File: src/rtl/ps2_pkg.sv
// ps2_pkg
//   Shared definitions for the PS/2 scan-code receiver: the deframing FSM
//   state type, frame geometry and the scan-code constants that the prefix
//   decoder recognises.
package ps2_pkg;

    typedef enum logic [1:0] {
        IDLE,
        DATA,
        PARITY,
        STOP
    } ps2_state_e;

    localparam int FRAME_DATA_BITS = 8;

    localparam logic [7:0] PS2_CODE_BREAK = 8'hF0;
    localparam logic [7:0] PS2_CODE_EXT   = 8'hE0;
    localparam logic [7:0] PS2_CODE_SPACE = 8'h29;

endpackage

File: src/rtl/ps2_line_filter.sv
// ps2_line_filter
//   Conditions the raw PS/2 lines for the receiver: a 2-FF synchroniser on
//   each line, a glitch filter on the clock line and a falling-edge strobe.
//
// Ports
//   clk        system clock
//   reset      synchronous, active-high reset
//   ps2Clk_i   raw PS/2 clock line (asynchronous)
//   ps2Dat_i   raw PS/2 data line (asynchronous)
//   data_s_o   synchronised data line
//   fall_o     one-cycle strobe after the filtered clock falls; data_s_o is
//              meant to be sampled in that cycle
module ps2_line_filter #(
    parameter int FILTER_LEN = 4
) (
    input  logic clk,
    input  logic reset,
    input  logic ps2Clk_i,
    input  logic ps2Dat_i,
    output logic data_s_o,
    output logic fall_o
);

    localparam int CNT_W = $clog2(FILTER_LEN) + 1;
    localparam logic [CNT_W-1:0] CNT_LAST = CNT_W'(FILTER_LEN - 1);

    logic [1:0]       clkSync_q;
    logic [1:0]       datSync_q;
    logic             clkFilt_q;
    logic             clkFiltPrev_q;
    logic [CNT_W-1:0] stableCnt_q;

    // Both lines idle high, so the synchronisers and the filtered clock
    // reset to 1 to avoid a spurious fall strobe right after reset.
    // The filtered clock only follows the synchronised clock once it has
    // disagreed for FILTER_LEN consecutive samples; any sample that agrees
    // again restarts the count, which swallows short glitches.
    always_ff @(posedge clk) begin
        if (reset) begin
            clkSync_q     <= 2'b11;
            datSync_q     <= 2'b11;
            clkFilt_q     <= 1'b1;
            clkFiltPrev_q <= 1'b1;
            stableCnt_q   <= '0;
        end else begin
            clkSync_q     <= {clkSync_q[0], ps2Clk_i};
            datSync_q     <= {datSync_q[0], ps2Dat_i};
            clkFiltPrev_q <= clkFilt_q;
            if (clkSync_q[1] == clkFilt_q) begin
                stableCnt_q <= '0;
            end else if (stableCnt_q == CNT_LAST) begin
                clkFilt_q   <= clkSync_q[1];
                stableCnt_q <= '0;
            end else begin
                stableCnt_q <= stableCnt_q + 1'b1;
            end
        end
    end

    assign data_s_o = datSync_q[1];
    assign fall_o   = clkFiltPrev_q & ~clkFilt_q;

endmodule

File: src/rtl/ps2_scan_receiver.sv
// ps2_scan_receiver
//   PS/2 device-to-host receiver. Deframes 11-bit PS/2 frames (start, 8 data
//   bits LSB first, odd parity, stop), buffers good bytes in a small
//   first-word-fall-through FIFO and presents them through a
//   scan_code / scan_ready / read handshake.
//
//   Build option PS2_PREFIX_DECODE_EN: when defined, E0/F0 prefix bytes are
//   folded into ext/break flags stored alongside the following byte instead
//   of being buffered themselves.
//
// Ports
//   clk         50 MHz system clock
//   reset       synchronous, active-high reset
//   PS2_CLK     raw PS/2 clock line (asynchronous)
//   PS2_DAT     raw PS/2 data line (asynchronous)
//   read        single-cycle pop request
//   scan_code   FIFO head byte, valid while scan_ready
//   scan_ready  FIFO head valid
//   scan_break  head byte was preceded by F0 (prefix decode only, else 0)
//   scan_ext    head byte was preceded by E0 (prefix decode only, else 0)
//   frame_err   one-cycle pulse on parity, stop-bit or timeout error
//   overflow    sticky: a good byte was dropped because the FIFO was full
module ps2_scan_receiver
    import ps2_pkg::*;
#(
    parameter int FIFO_DEPTH     = 4,
    parameter int FILTER_LEN     = 4,
    parameter int TIMEOUT_CYCLES = 50000
) (
    input  logic       clk,
    input  logic       reset,
    input  logic       PS2_CLK,
    input  logic       PS2_DAT,
    input  logic       read,
    output logic [7:0] scan_code,
    output logic       scan_ready,
    output logic       scan_break,
    output logic       scan_ext,
    output logic       frame_err,
    output logic       overflow
);

`ifdef PS2_PREFIX_DECODE_EN
    localparam int ENTRY_W = FRAME_DATA_BITS + 2;
`else
    localparam int ENTRY_W = FRAME_DATA_BITS;
`endif

    localparam int PTR_W   = $clog2(FIFO_DEPTH);
    localparam int CNT_W   = PTR_W + 1;
    localparam int BIT_W   = $clog2(FRAME_DATA_BITS);
    localparam int TMR_W   = $clog2(TIMEOUT_CYCLES) + 1;
    localparam logic [CNT_W-1:0] FIFO_FULL    = CNT_W'(FIFO_DEPTH);
    localparam logic [BIT_W-1:0] BIT_LAST     = BIT_W'(FRAME_DATA_BITS - 1);
    localparam logic [TMR_W-1:0] TIMEOUT_LAST = TMR_W'(TIMEOUT_CYCLES - 1);

    logic dataS;
    logic fall;

    ps2_line_filter #(
        .FILTER_LEN (FILTER_LEN)
    ) u_line_filter (
        .clk      (clk),
        .reset    (reset),
        .ps2Clk_i (PS2_CLK),
        .ps2Dat_i (PS2_DAT),
        .data_s_o (dataS),
        .fall_o   (fall)
    );

    ps2_state_e                 state_q,    state_d;
    logic [BIT_W-1:0]           bitCnt_q,   bitCnt_d;
    logic [FRAME_DATA_BITS-1:0] shift_q,    shift_d;
    logic                       parityOk_q, parityOk_d;
    logic [TMR_W-1:0]           timer_q,    timer_d;
    logic                       frameErr_q, frameErr_d;
    logic                       frameGood;
    logic                       pushValid_q, pushValid_d;
    logic [ENTRY_W-1:0]         pushEntry_q, pushEntry_d;

    // Deframing FSM. It only moves on a fall strobe, except for the timeout
    // abort, which wins so a stalled frame can never linger past the limit.
    always_comb begin
        state_d    = state_q;
        bitCnt_d   = bitCnt_q;
        shift_d    = shift_q;
        parityOk_d = parityOk_q;
        frameErr_d = 1'b0;
        frameGood  = 1'b0;

        if (state_q == IDLE || fall) begin
            timer_d = '0;
        end else begin
            timer_d = timer_q + 1'b1;
        end

        if (state_q != IDLE && timer_q == TIMEOUT_LAST) begin
            state_d    = IDLE;
            frameErr_d = 1'b1;
            timer_d    = '0;
        end else if (fall) begin
            case (state_q)
                IDLE: begin
                    if (!dataS) begin
                        state_d  = DATA;
                        bitCnt_d = '0;
                    end
                end
                DATA: begin
                    shift_d  = {dataS, shift_q[FRAME_DATA_BITS-1:1]};
                    bitCnt_d = bitCnt_q + 1'b1;
                    if (bitCnt_q == BIT_LAST) begin
                        state_d = PARITY;
                    end
                end
                PARITY: begin
                    parityOk_d = ^{shift_q, dataS};
                    state_d    = STOP;
                end
                STOP: begin
                    if (dataS && parityOk_q) begin
                        frameGood = 1'b1;
                    end else begin
                        frameErr_d = 1'b1;
                    end
                    state_d = IDLE;
                end
                default: state_d = IDLE;
            endcase
        end
    end

`ifdef PS2_PREFIX_DECODE_EN
    logic pendBrk_q, pendBrk_d;
    logic pendExt_q, pendExt_d;

    // Prefix bytes only arm the pending flags; the next ordinary byte carries
    // them into the FIFO. Any framing error forgets a half-received sequence.
    always_comb begin
        pushValid_d = 1'b0;
        pushEntry_d = pushEntry_q;
        pendBrk_d   = pendBrk_q;
        pendExt_d   = pendExt_q;
        if (frameErr_d) begin
            pendBrk_d = 1'b0;
            pendExt_d = 1'b0;
        end else if (frameGood) begin
            if (shift_q == PS2_CODE_EXT) begin
                pendExt_d = 1'b1;
            end else if (shift_q == PS2_CODE_BREAK) begin
                pendBrk_d = 1'b1;
            end else begin
                pushValid_d = 1'b1;
                pushEntry_d = {pendBrk_q, pendExt_q, shift_q};
                pendBrk_d   = 1'b0;
                pendExt_d   = 1'b0;
            end
        end
    end

    always_ff @(posedge clk) begin
        if (reset) begin
            pendBrk_q <= 1'b0;
            pendExt_q <= 1'b0;
        end else begin
            pendBrk_q <= pendBrk_d;
            pendExt_q <= pendExt_d;
        end
    end
`else
    always_comb begin
        pushValid_d = frameGood;
        pushEntry_d = frameGood ? shift_q : pushEntry_q;
    end
`endif

    // The push and the error pulse are registered, so the FIFO write lands
    // one edge after the stop-bit fall cycle.
    always_ff @(posedge clk) begin
        if (reset) begin
            state_q     <= IDLE;
            bitCnt_q    <= '0;
            shift_q     <= '0;
            parityOk_q  <= 1'b0;
            timer_q     <= '0;
            frameErr_q  <= 1'b0;
            pushValid_q <= 1'b0;
            pushEntry_q <= '0;
        end else begin
            state_q     <= state_d;
            bitCnt_q    <= bitCnt_d;
            shift_q     <= shift_d;
            parityOk_q  <= parityOk_d;
            timer_q     <= timer_d;
            frameErr_q  <= frameErr_d;
            pushValid_q <= pushValid_d;
            pushEntry_q <= pushEntry_d;
        end
    end

    logic [ENTRY_W-1:0] fifoMem_q [FIFO_DEPTH];
    logic [PTR_W-1:0]   wrPtr_q;
    logic [PTR_W-1:0]   rdPtr_q;
    logic [CNT_W-1:0]   count_q;
    logic               holdOff_q;
    logic               overflow_q;
    logic               notEmpty;
    logic               doPop;
    logic               doPush;
    logic [ENTRY_W-1:0] head;

    assign notEmpty   = (count_q != '0);
    assign scan_ready = notEmpty && !holdOff_q;
    assign doPop      = read && scan_ready;
    // A pop in the same cycle frees the slot, so a full FIFO still accepts.
    assign doPush     = pushValid_q && (count_q != FIFO_FULL || doPop);
    assign head       = fifoMem_q[rdPtr_q];

    always_ff @(posedge clk) begin
        if (doPush) begin
            fifoMem_q[wrPtr_q] <= pushEntry_q;
        end
    end

    // holdOff_q drops scan_ready for one cycle after every pop so the
    // downstream edge-triggered oneshot sees a fresh rising edge.
    always_ff @(posedge clk) begin
        if (reset) begin
            wrPtr_q    <= '0;
            rdPtr_q    <= '0;
            count_q    <= '0;
            holdOff_q  <= 1'b0;
            overflow_q <= 1'b0;
        end else begin
            holdOff_q <= doPop;
            if (doPush) begin
                wrPtr_q <= wrPtr_q + 1'b1;
            end
            if (doPop) begin
                rdPtr_q <= rdPtr_q + 1'b1;
            end
            if (doPush && !doPop) begin
                count_q <= count_q + 1'b1;
            end else if (doPop && !doPush) begin
                count_q <= count_q - 1'b1;
            end
            if (pushValid_q && !doPush) begin
                overflow_q <= 1'b1;
            end
        end
    end

    assign scan_code = notEmpty ? head[FRAME_DATA_BITS-1:0] : 8'h00;
    assign frame_err = frameErr_q;
    assign overflow  = overflow_q;

`ifdef PS2_PREFIX_DECODE_EN
    assign scan_break = notEmpty && head[FRAME_DATA_BITS+1];
    assign scan_ext   = notEmpty && head[FRAME_DATA_BITS];
`else
    assign scan_break = 1'b0;
    assign scan_ext   = 1'b0;
`endif

endmodule

File: config.mk
export PLATFORM = sky130hd
export DESIGN_NAME = ps2_scan_receiver
export DESIGN_NICKNAME = d
export VERILOG_FILES = /design/src/rtl/ps2_pkg.sv /design/src/rtl/ps2_line_filter.sv /design/src/rtl/ps2_scan_receiver.sv
export SDC_FILE = /design/constraint.sdc
export NUM_CORES = 1
export LEC_CHECK = 0
export BUFFER_PORTS_ARGS = -buffer_cell sky130_fd_sc_hd__buf_2
export CORE_AREA = 8 8 108 110
export DETAILED_ROUTE_END_ITERATION = 12
export DIE_AREA = 0 0 116 118
export PLACE_DENSITY = 0.66
export SYNTH_ARGS = -nofsm -noshare
export SYNTH_HDL_FRONTEND = slang
export SYNTH_SLANG_ARGS = --single-unit
File: constraint.sdc
create_clock -name clk -period 4.4 [get_ports clk]
set_input_delay 0.22 -clock clk [delete_from_list [all_inputs] [get_ports clk]]
set_output_delay 0.22 -clock clk [all_outputs]
set_load 0.02 [all_outputs]
==> results.yml, run 1 <==
run_status:
  status: "completed"
drt:
  drc_errors: 0
  drt-total-wl_um: 5990
  dr.first_iter.drc_count: 81
  num_vias: 2273
  vias_per_cell: 4.667
  ant_nets: 0
  avgRoutedWirePerCell_um: 12.30
  dr.pass1.iters: 4
clock_tree:
  clk_pin_slew_ps: 90
  clk_path_buf_depth: 2
  cts_sinks: 93
  cts_hold_buf: 0
  cts_tree: "built"
  post_cts_buffers: 0
  htreeDepth: 3
  clock_latency_ps: 370
  cts_buffers: 9
  clockRootBuffer: "clkbuf_8"
  cts-resized-gates: 0
place:
  dp_hpwl_um: 4087
  place_inst: 471
  dpl_cell_area_um2: 4050
  gp_congestion: 0.7463
  portBuffers: 15
min_path:
  min_path_type: "in2reg"
setup_path:
  required_ps: 4690
  crit_chain: "nor2_1, a31oi_1, ha_1, inv_1, fa_1, xor2_1, or3_1, a21oi_1"
  critPathMaxStageDelay_ps: 480
  cp_num_buf_inv: 1
  cp_max_fo: 8
  critPathArrivalTime_ps: 2670
  endpoint_kind: "register"
  critPathSlowestCell: "a31oi_1"
  cp_top_family: "adder cells"
  critPathLaunchType: "register"
  crit_type: "reg2reg"
global_routing:
  grt_pass1_vias: 2285
  grt_overflow_total: 0
  grt_pass1_wl_um: 10560
  grt_max_degree: 44
  grtUsageMet2: 0.1547
  grt_use_total: 0.09699
  grt.busiest_layer: "met2"
  grt_use_met1: 0.1144
  antenna_found_initial: 0
  use_met3: 0.03284
flow_run:
  drv_cap: 0
cells_and_area:
  drive_gt1_frac: 0.1481
  fill_cells: 967
  design_area_um2: 4248
  area_growth_pct: 9.764
  n_antenna_cell: 0
  nets: 366
  fin_cells: 487
logic_synthesis:
  yosysTopAreaCellShare: 0.3156
  synth_area_leaders: "dfxtp_1, edfxtp_1, nor2_1, mux2i_1, mux4_2"
  synth_cell_types: 43
  yosysMostFrequentCell: "dfxtp_1"
  seq_area_frac_synth: 0.5639
  ys_async_sr_fraction: 0
  ys_warn_count: 0
  synth_edf_count: 32
  synth_flop_cell: "dfxtp_1"
  synth_top_area_cell: "dfxtp_1"
  netlist_area_um2: 3870
  netlist_instances: 332
  avgSynthCellArea_um2: 11.66
  synth_seq_cells: 93
  yosys-top-cells-count: "dfxtp_1, nor2_1, edfxtp_1"
sta:
  rsz0062_at_grt: "false"
  skew_ps: 15.33
  fin_tns_setup_ps: 0
  finalSetupViolCount: 0
  worst_slew_pin_slew_ps: 723.7
  worst_hold_slack_ps: 34.12
  slew_violations: 0
  fin_crit_ps: 2375
  relSlewSlack: 0.5175
  finalCritPeriodShare: 0.5399
  hold_violations: 0
  fmax_ghz: 0.4210
floorplan:
  die_h_um: 118
  rows: 37
  initial_core_util: 0.3870
  die_w_um: 116
  core_um2: 10000
  die_area_um2: 13690
  pin_count: 18
power_and_ir_drop:
  power_mw: 1.849
  peakVddDrop_uv: 192.5
  p_per_area_nw_per_um2: 435.4
  power.leakage_nw: 1.593
final timing paths:
kind / from / end / slack [ps] / depth (start not counted)
worst max-delay path: count_q[0]$_SDFFE_PP0P_ / count_q[2]$_SDFFE_PP0P_ / 2020 / 8
worst min-delay path: PS2_DAT / u_line_filter.datSync_q[0]$_SDFF_PP1_ / 30 / 2
worst max register to register: count_q[0]$_SDFFE_PP0P_ / count_q[2]$_SDFFE_PP0P_ / 2020 / 8
worst min register to register: u_line_filter.clkSync_q[0]$_SDFF_PP1_ / u_line_filter.clkSync_q[1]$_SDFF_PP1_ / 410 / 1
worst reg2reg max path: cells and delay by family, from the launching register on:
family                     cells  cell delay (ps)
buffers and inverters          1               60
AOI/OAI and AO/OA              2              620
adders and majority gates      2              660
xor gates and xnor gates       1              160
and+or+nand+nor                2              400
DFF                            1              430
metrics by stage:
step	setup WS (ps)	utilization
after detailed placement	1985	0.4050
after floorplan	1956	-
after CTS	1998	0.4248
after global placement	2129	0.4050
final	2025	0.4248
after global routing	1836	0.4248
per-layer routing:
layer,wire [um],vias to the layer above,share of wire
met5,0,-,0
met4,90,0,0.015
met3,254,10,0.042
li1,-,1162,-
met2,2800,33,0.47
met1,2846,1068,0.48
registers in the layout, summed over array words and instances, names as in the netlist, 2 cells and up, named ones only:
signal and flops:
fifoMem_q 32, timer_q 17, pushEntry_q 8, shift_q 8
bitCnt_q 3, count_q 3, u_line_filter.stableCnt_q 3, rdPtr_q 2
state_q 2, u_line_filter.clkSync_q 2, u_line_filter.datSync_q 2, wrPtr_q 2
placed cells by master (no fill, tap or decap), drive strengths merged, types with 2 or more instances in the layout:
master    Yosys  layout
inv          13      15
nand3         4       4
xor2          9       9
clkbuf        9      10
or2           7       7
nand2        15      15
o21ai         4       4
clkinvlp      0       2
xnor2        19      19
nand4         3       3
mux2i        20      20
conb          1       2
nor4          2       2
nor2b        11      11
or3           5       5
or4           2       2
mux4          8       8
a31oi         2       2
and2          5       5
and3          2       2
o211ai        3       3
buf           5      16
a21oi         5       5
edfxtp       32      32
dfxtp        61      61
ha           14      14
nor2         57      57
nor3          6       6
power by group:
group          switching, mW  internal, mW  total, mW
Combinational          0.193         0.139      0.332
Sequential            0.0385         0.907      0.945
Clock                  0.304         0.268      0.572
Total                  0.536          1.31       1.85
area by class of cell:
cell class	instances	area [um^2]	area share
Inverter	13	48.80	0.01149
Multi-Input combinational cell	213	1567	0.3688
Tap cell	136	170.2	0.04006
Sequential cell	93	2182	0.5137
Timing Repair Buffer	16	82.58	0.01944
Clock buffer	10	127.6	0.03004
Clock inverter	6	70.07	0.01649
cell families after synthesis:
family	count (synthesis)	share of synthesized area
fa+ha+maj	15	0.05044
flops	93	0.5639
mux	28	0.09829
buf+inv	27	0.03233
other cells	1	0.0009690
simple gates	123	0.1555
xor+xnor	28	0.06337
compound gates	17	0.03524
Note: power is estimated with default switching activity, not from simulation.
==> inputs of run 2 (changes only) <==
- PLACE_DENSITY: 0.66 -> 0.68
- clock period: 4.4 -> 2.1 ns (I/O delays scaled with it)
==> run 2 against run 1 <==
Setup slack worse by 1900 ps; maximum frequency grew 18%; largest power group unchanged; sequential power increased by 110%; register-to-register slack worse by 1900 ps; worst hold slack gained 110 ps; first-iteration DRC count fell by 30%.
==> results.yml, run 2 (synthesis results as in run 1) <==
global_routing:
  grt_pass1_wl_um: 10950
  antenna_found_initial: 0
  grt_pass1_vias: 2377
  grt_overflow_total: 0
  grt_max_degree: 43
  grt_use_total: 0.1002
run_status:
  status: "completed"
power_and_ir_drop:
  clkPwrFrac: 0.361
  p_switching_mw: 1.138
  p_per_area_nw_per_um2: 954.5
  seqPwrFrac: 0.459
  peakVddDrop_uv: 476.6
  p_int_mw: 3.158
  netSwitchingFraction: 0.2649
  power_frac_comb: 0.180
  power.leakage_nw: 1.708
drt:
  dr.pass1.iters: 4
  drt-total-wl_um: 6165
  dr.first_iter.drc_count: 57
  ant_nets: 0
  num_vias: 2308
  drc_errors: 0
  avgRoutedWirePerCell_um: 12.35
  vias_per_cell: 4.625
cells_and_area:
  seqCellArea_um2: 2190
  multiInputGateArea_um2: 1623
  layout_commonest_cell: "dfxtp_1"
  design_area_um2: 4501
  final_core_util: 0.4501
  area_growth_pct: 16.29
  drive_gt1_frac: 0.1983
  mostFrequentLayoutCells: "dfxtp_1, nor2_1, edfxtp_1"
  nets: 378
  fin_cells: 499
  fill_cells: 933
  reg_top3: "fifoMem_q (32), timer_q (17)"
  largest_reg_flops: 32
  largest-register: "fifoMem_q"
  n_antenna_cell: 0
setup_path:
  r2r_start: "holdOff_q$_SDFF_PP0_"
  critPathArrivalTime_ps: 2300
  crit_type: "reg2reg"
  cp_max_fo: 3
  rrSetupSlack_ps: 90
  r2r-end: "count_q[2]$_SDFFE_PP0P_"
  critPathLaunchType: "register"
  reg2regPathDepth: 8
  critPathSlowestCell: "fa_1"
  crit_chain: "nand2b_4, a31oi_2, ha_2, inv_1, fa_1, xor2_1, or3_1, a21oi_2"
  cp_num_buf_inv: 1
  critPathMaxStageDelay_ps: 370
  endpoint_kind: "register"
  required_ps: 2390
  cp_top_family: "adder cells"
clock_tree:
  cts_buffers: 9
  clockRootBuffer: "clkbuf_8"
  cts_tree: "built"
  clk_path_buf_depth: 2
  cts_sinks: 93
  htreeDepth: 3
  clk_pin_slew_ps: 90
  clock_latency_ps: 360
place:
  dp_hpwl_um: 4177
  gp_congestion: 0.7354
  place_inst: 478
  dpl_cell_area_um2: 4121
  portBuffers: 15
sta:
  finalSetupViolCount: 0
  finalCritPeriodShare: 0.9574
  fmax_ghz: 0.4974
  worst_hold_slack_ps: 148.2
  fin_crit_ps: 2011
  hold_violations: 0
  skew_ps: 8.831
  slew_violations: 0
floorplan:
  die_w_um: 116
  initial_core_util: 0.3870
  rows: 37
  die_area_um2: 13690
  pin_count: 18
  core_um2: 10000
  die_h_um: 118
min_path:
  hp-start: "read"
  min_path_type: "in2reg"
  hold_depth: 4
  worstHoldEndpoint: "overflow$_SDFFE_PP0P_"
flow_run:
  drv_cap: 0
-- run 2: cell types whose count changed in the layout (fill, tap and decap cells not counted), moves of 2 or more --
cell           delta
clkinvlp_4        -2
dlygate4sd3_1     +2
buf_4             +8
dfxtp_1           -2
bufinv_16         +3
buf_12            +2
dfxtp_4           +2
-- run 2: worst min-delay path, delay by kind of cell --
family / cells / cell delay, ps
buf+inv: 1 / 110
compound gates: 1 / 110
simple gates: 2 / 150
-- run 2: timing repair --
action	in CTS	in global routing
endpoints found under the hold margin	2	0
setup endpoints to repair	16	9
hold buffers	2	0
resized for setup	1	9
buffers inserted	2	1
pin swaps	2	5
-- run 2: worst max-delay path by stage --
| stage | to | slack [ps] | start | depth (start not counted) |
|---|---|---|---|---|
| after floorplan | count_q[2]$_SDFFE_PP0P_ | 20 | count_q[1]$_SDFFE_PP0P_ | 8 |
| after global placement | shift_q[5]$_SDFFE_PP0P_ | 40 | state_q[0]$_SDFFE_PP0P_ | 7 |
| after detailed placement | shift_q[6]$_SDFFE_PP0P_ | -60 | state_q[1]$_SDFFE_PP0P_ | 7 |
| after CTS | count_q[2]$_SDFFE_PP0P_ | 3 | count_q[1]$_SDFFE_PP0P_ | 8 |
| after global routing | count_q[2]$_SDFFE_PP0P_ | -4 | count_q[0]$_SDFFE_PP0P_ | 9 |
| final | count_q[2]$_SDFFE_PP0P_ | 90 | holdOff_q$_SDFF_PP0_ | 8 |
-- run 2: cell type report --
class | instances | area share
Timing Repair Buffer | 28 | 0.04504
Multi-Input combinational cell | 213 | 0.3606
Sequential cell | 93 | 0.4865
Clock buffer | 9 | 0.02752
Tap cell | 136 | 0.03781
Inverter | 13 | 0.01084
Clock inverter | 7 | 0.03169
-- run 2: routing by layer --
| metal | part of all wire | track usage |
|---|---|---|
| met3 | 0.031 | 0.02925 |
| met1 | 0.46 | 0.1136 |
| met4 | 0.019 | 0.04380 |
| met2 | 0.49 | 0.1692 |
| met5 | 0 | 0 |
-- run 2: per-stage QoR --
step	power [mW]	setup slack [ps]	TNS [ps]
after global placement	2.765	37.42	0
after CTS	4.319	3.158	0
after floorplan	2.531	21.47	0
final	4.296	89.41	0
after detailed placement	2.774	-64.21	-618.1
after global routing	4.516	-3.806	-3.806
-- run 2: power groups by stage --
| stage | clock [mW] | sequential (mW) | combinational, mW |
|---|---|---|---|
| after global routing | 1.66 | 1.98 | 0.876 |
| after CTS | 1.58 | 1.97 | 0.773 |
| after detailed placement | 0 | 2.01 | 0.767 |
| after floorplan | 0 | 1.99 | 0.539 |
| after global placement | 0 | 2.01 | 0.758 |
| final | 1.55 | 1.97 | 0.772 |
==> inputs of run 3 (changes only) <==
- CELL_PAD_IN_SITES_DETAIL_PLACEMENT: unset -> 0
- CELL_PAD_IN_SITES_GLOBAL_PLACEMENT: unset -> 1
- PLACE_DENSITY: 0.68 -> 0.78
- SYNTH_HIERARCHICAL: unset -> 1
==> run 3 against run 2 <==
Total power barely moved; synthesized area fell by 0.48%; combinational power rose by 12%; global-route usage fell by 0.62 points; register-to-register slack got worse by 40 ps; cell area rose by 0.70%; sequential power rose by 4%; sequential cell count did not move; critical path depth rose by 1.
==> results.yml, run 3 <==
clock_tree:
  cts_buffers: 9
  htreeDepth: 3
  cts_tree: "built"
  clockRootBuffer: "clkbuf_8"
  clk_pin_slew_ps: 90
  clk_path_buf_depth: 2
  cts_sinks: 93
  clock_latency_ps: 360
sta:
  relSlewSlack: 0.5938
  rsz0062_at_grt: "true"
  worst_slew_pin_slew_ps: 609.4
  slew_violations: 0
  fin_tns_setup_ps: 0
  finalSetupViolCount: 0
  fin_crit_ps: 2048
  finalCritPeriodShare: 0.9751
  skew_ps: 10.07
  worst_slack_ps: 52.38
  fmax_ghz: 0.4884
  hold_violations: 0
  worst_hold_slack_ps: 78.76
drt:
  dr.pass1.iters: 4
  vias_per_cell: 4.617
  avgRoutedWirePerCell_um: 12.47
  drt-total-wl_um: 6245
  drc_errors: 0
  ant_nets: 0
  dr.first_iter.drc_count: 89
  num_vias: 2313
run_status:
  status: "completed"
place:
  gp_congestion: 0.7150
  dp_hpwl_um: 4216
  portBuffers: 15
  dpl_worst_slack_ps: 28.41
logic_synthesis:
  synth_top_area_cell: "dfxtp_1"
  netlist_instances: 324
  yosys.area_share.simple: 0.1637
  synth_edf_count: 32
  synth_fa_ha_area_frac: 0.05068
  synthMuxAreaShare: 0.09357
  synth_xor_area_frac: 0.06595
  synth_compound_area_frac: 0.03184
  synth_area_leaders: "dfxtp_1, edfxtp_1, nor2_1, mux2i_1, mux4_2"
  synth_seq_cells: 93
  yosysTopAreaCellShare: 0.3171
  ys_async_sr_fraction: 0
  synth_top_family_by_area: "simple AND/OR/NAND/NOR gates"
  ys_warn_count: 6
  avgSynthCellArea_um2: 11.89
  synth_flop_cell: "dfxtp_1"
  netlist_area_um2: 3851
  yosysMostFrequentCell: "dfxtp_1"
  synth_cell_types: 43
  yosys-top-cells-count: "dfxtp_1, nor2_1, edfxtp_1"
  seq_area_frac_synth: 0.5666
floorplan:
  pin_count: 18
  core_um2: 10000
  rows: 37
  die_area_um2: 13690
  die_h_um: 118
  die_w_um: 116
  initial_core_util: 0.3851
power_and_ir_drop:
  p_per_area_nw_per_um2: 948.3
  peakVddDrop_uv: 507.0
  power_mw: 4.298
  power.leakage_nw: 1.598
setup_path:
  endpoint_kind: "register"
  critPathArrivalTime_ps: 2340
  crit_type: "reg2reg"
  reg2regPathDepth: 9
  rrSetupSlack_ps: 50
  r2r_start: "count_q[2]$_SDFFE_PP0P_"
  cp_max_fo: 5
  critPathLaunchType: "register"
  r2r-end: "count_q[2]$_SDFFE_PP0P_"
  required_ps: 2390
cells_and_area:
  largest_reg_flops: 32
  layout_commonest_cell: "dfxtp_1"
  reg_top3: "fifoMem_q (32), timer_q (17)"
  nets: 380
  area_growth_pct: 17.67
  largest-register: "fifoMem_q"
  mostFrequentLayoutCells: "dfxtp_1, nor2_1, edfxtp_1"
  final_core_util: 0.4532
  n_antenna_cell: 0
  drive_gt1_frac: 0.2110
global_routing:
  grt_pass1_wl_um: 10180
  antenna_found_initial: 0
  grt_max_degree: 41
  grt_use_total: 0.09406
  grt_overflow_total: 0
  grt_pass1_vias: 2180
min_path:
  worstHoldEndpoint: "pushValid_q$_SDFF_PP0_"
  hp-start: "reset"
  hold_depth: 3
  min_path_type: "in2reg"
flow_run:
  drv_cap: 0
==> run 3: cell types whose count changed after synthesis, moves of 2 or more <==
cell,before,now
a21oi_1,5,8
a21oi_2,0,2
clkbuf_1,9,6
inv_1,13,9
mux2i_1,20,18
nand2_1,15,13
nand2b_1,1,6
nand3_1,3,9
nor2_1,56,52
or2_1,0,5
or2_2,7,0
or3_1,5,2
==> run 3: logic make-up after synthesis <==
logic type	Yosys count
compound gates	18
xor+xnor	29
fa+ha+maj	15
buf+inv	19
flops	93
mux	26
other cells	1
simple gates	123
==> run 3: where the power goes <==
part	internal (mW)	switching, mW
Sequential	1.92	0.122
Clock	0.800	0.589
Combinational	0.391	0.471
Total	3.12	1.18
==> run 3: area by class of cell <==
class / count / area [um^2]
flip-flops and latches: 93 / 2192
inverters: 9 / 33.78
clock buffers: 11 / 131.4
repair buffers: 34 / 270.3
multi-input cells: 213 / 1627
clock inverters: 5 / 107.6
well taps: 136 / 170.2
fillers: 930 / 5468
==> run 3: worst max path at each step <==
stage                            startpoint                 endpoint  cells after the start
global placement       holdOff_q$_SDFF_PP0_  count_q[2]$_SDFFE_PP0P_                      8
CTS                 count_q[2]$_SDFFE_PP0P_  count_q[2]$_SDFFE_PP0P_                      9
floorplan           count_q[0]$_SDFFE_PP0P_  count_q[2]$_SDFFE_PP0P_                      9
detailed placement  count_q[2]$_SDFFE_PP0P_  count_q[2]$_SDFFE_PP0P_                      9
global route        count_q[0]$_SDFFE_PP0P_  count_q[2]$_SDFFE_PP0P_                      9
finish              count_q[2]$_SDFFE_PP0P_  count_q[2]$_SDFFE_PP0P_                      9
==> run 3: per-stage QoR <==
step | cells | instance area, um^2
4_1_cts | 496 | 4427
3_5_place_dp | 478 | 4167
3_3_place_gp | 478 | 4167
5_1_grt | 501 | 4532
2_1_floorplan | 325 | 3887
6_report | 501 | 4532
==> run 3: worst max-delay path, stage by stage (launching register included) <==
cell	delay, ps
dfxtp_2	380
nor3_4	210
nor2_2	70
inv_1	100
ha_2	190
inv_1	50
fa_1	370
xor2_1	170
or3_1	300
a21oi_1	140
==> run 3: repair_timing <==
| item | in CTS | in global routing |
|---|---|---|
| gates cloned | 0 | 2 |
| hold buffers | 2 | 0 |
| resized for setup | 1 | 11 |
| endpoints found under the setup margin | 1 | 35 |
| hold endpoints to repair | 2 | 0 |
| pin swaps | 1 | 4 |
| buffers inserted | 0 | 3 |
==> run 3: layer usage <==
metal	up-vias	GRT usage	wire, um
li1	1187	-	-
met1	1085	0.1177	2968
met2	31	0.1421	2902
met3	10	0.03438	299
met4	0	0.03893	74
met5	-	0	0
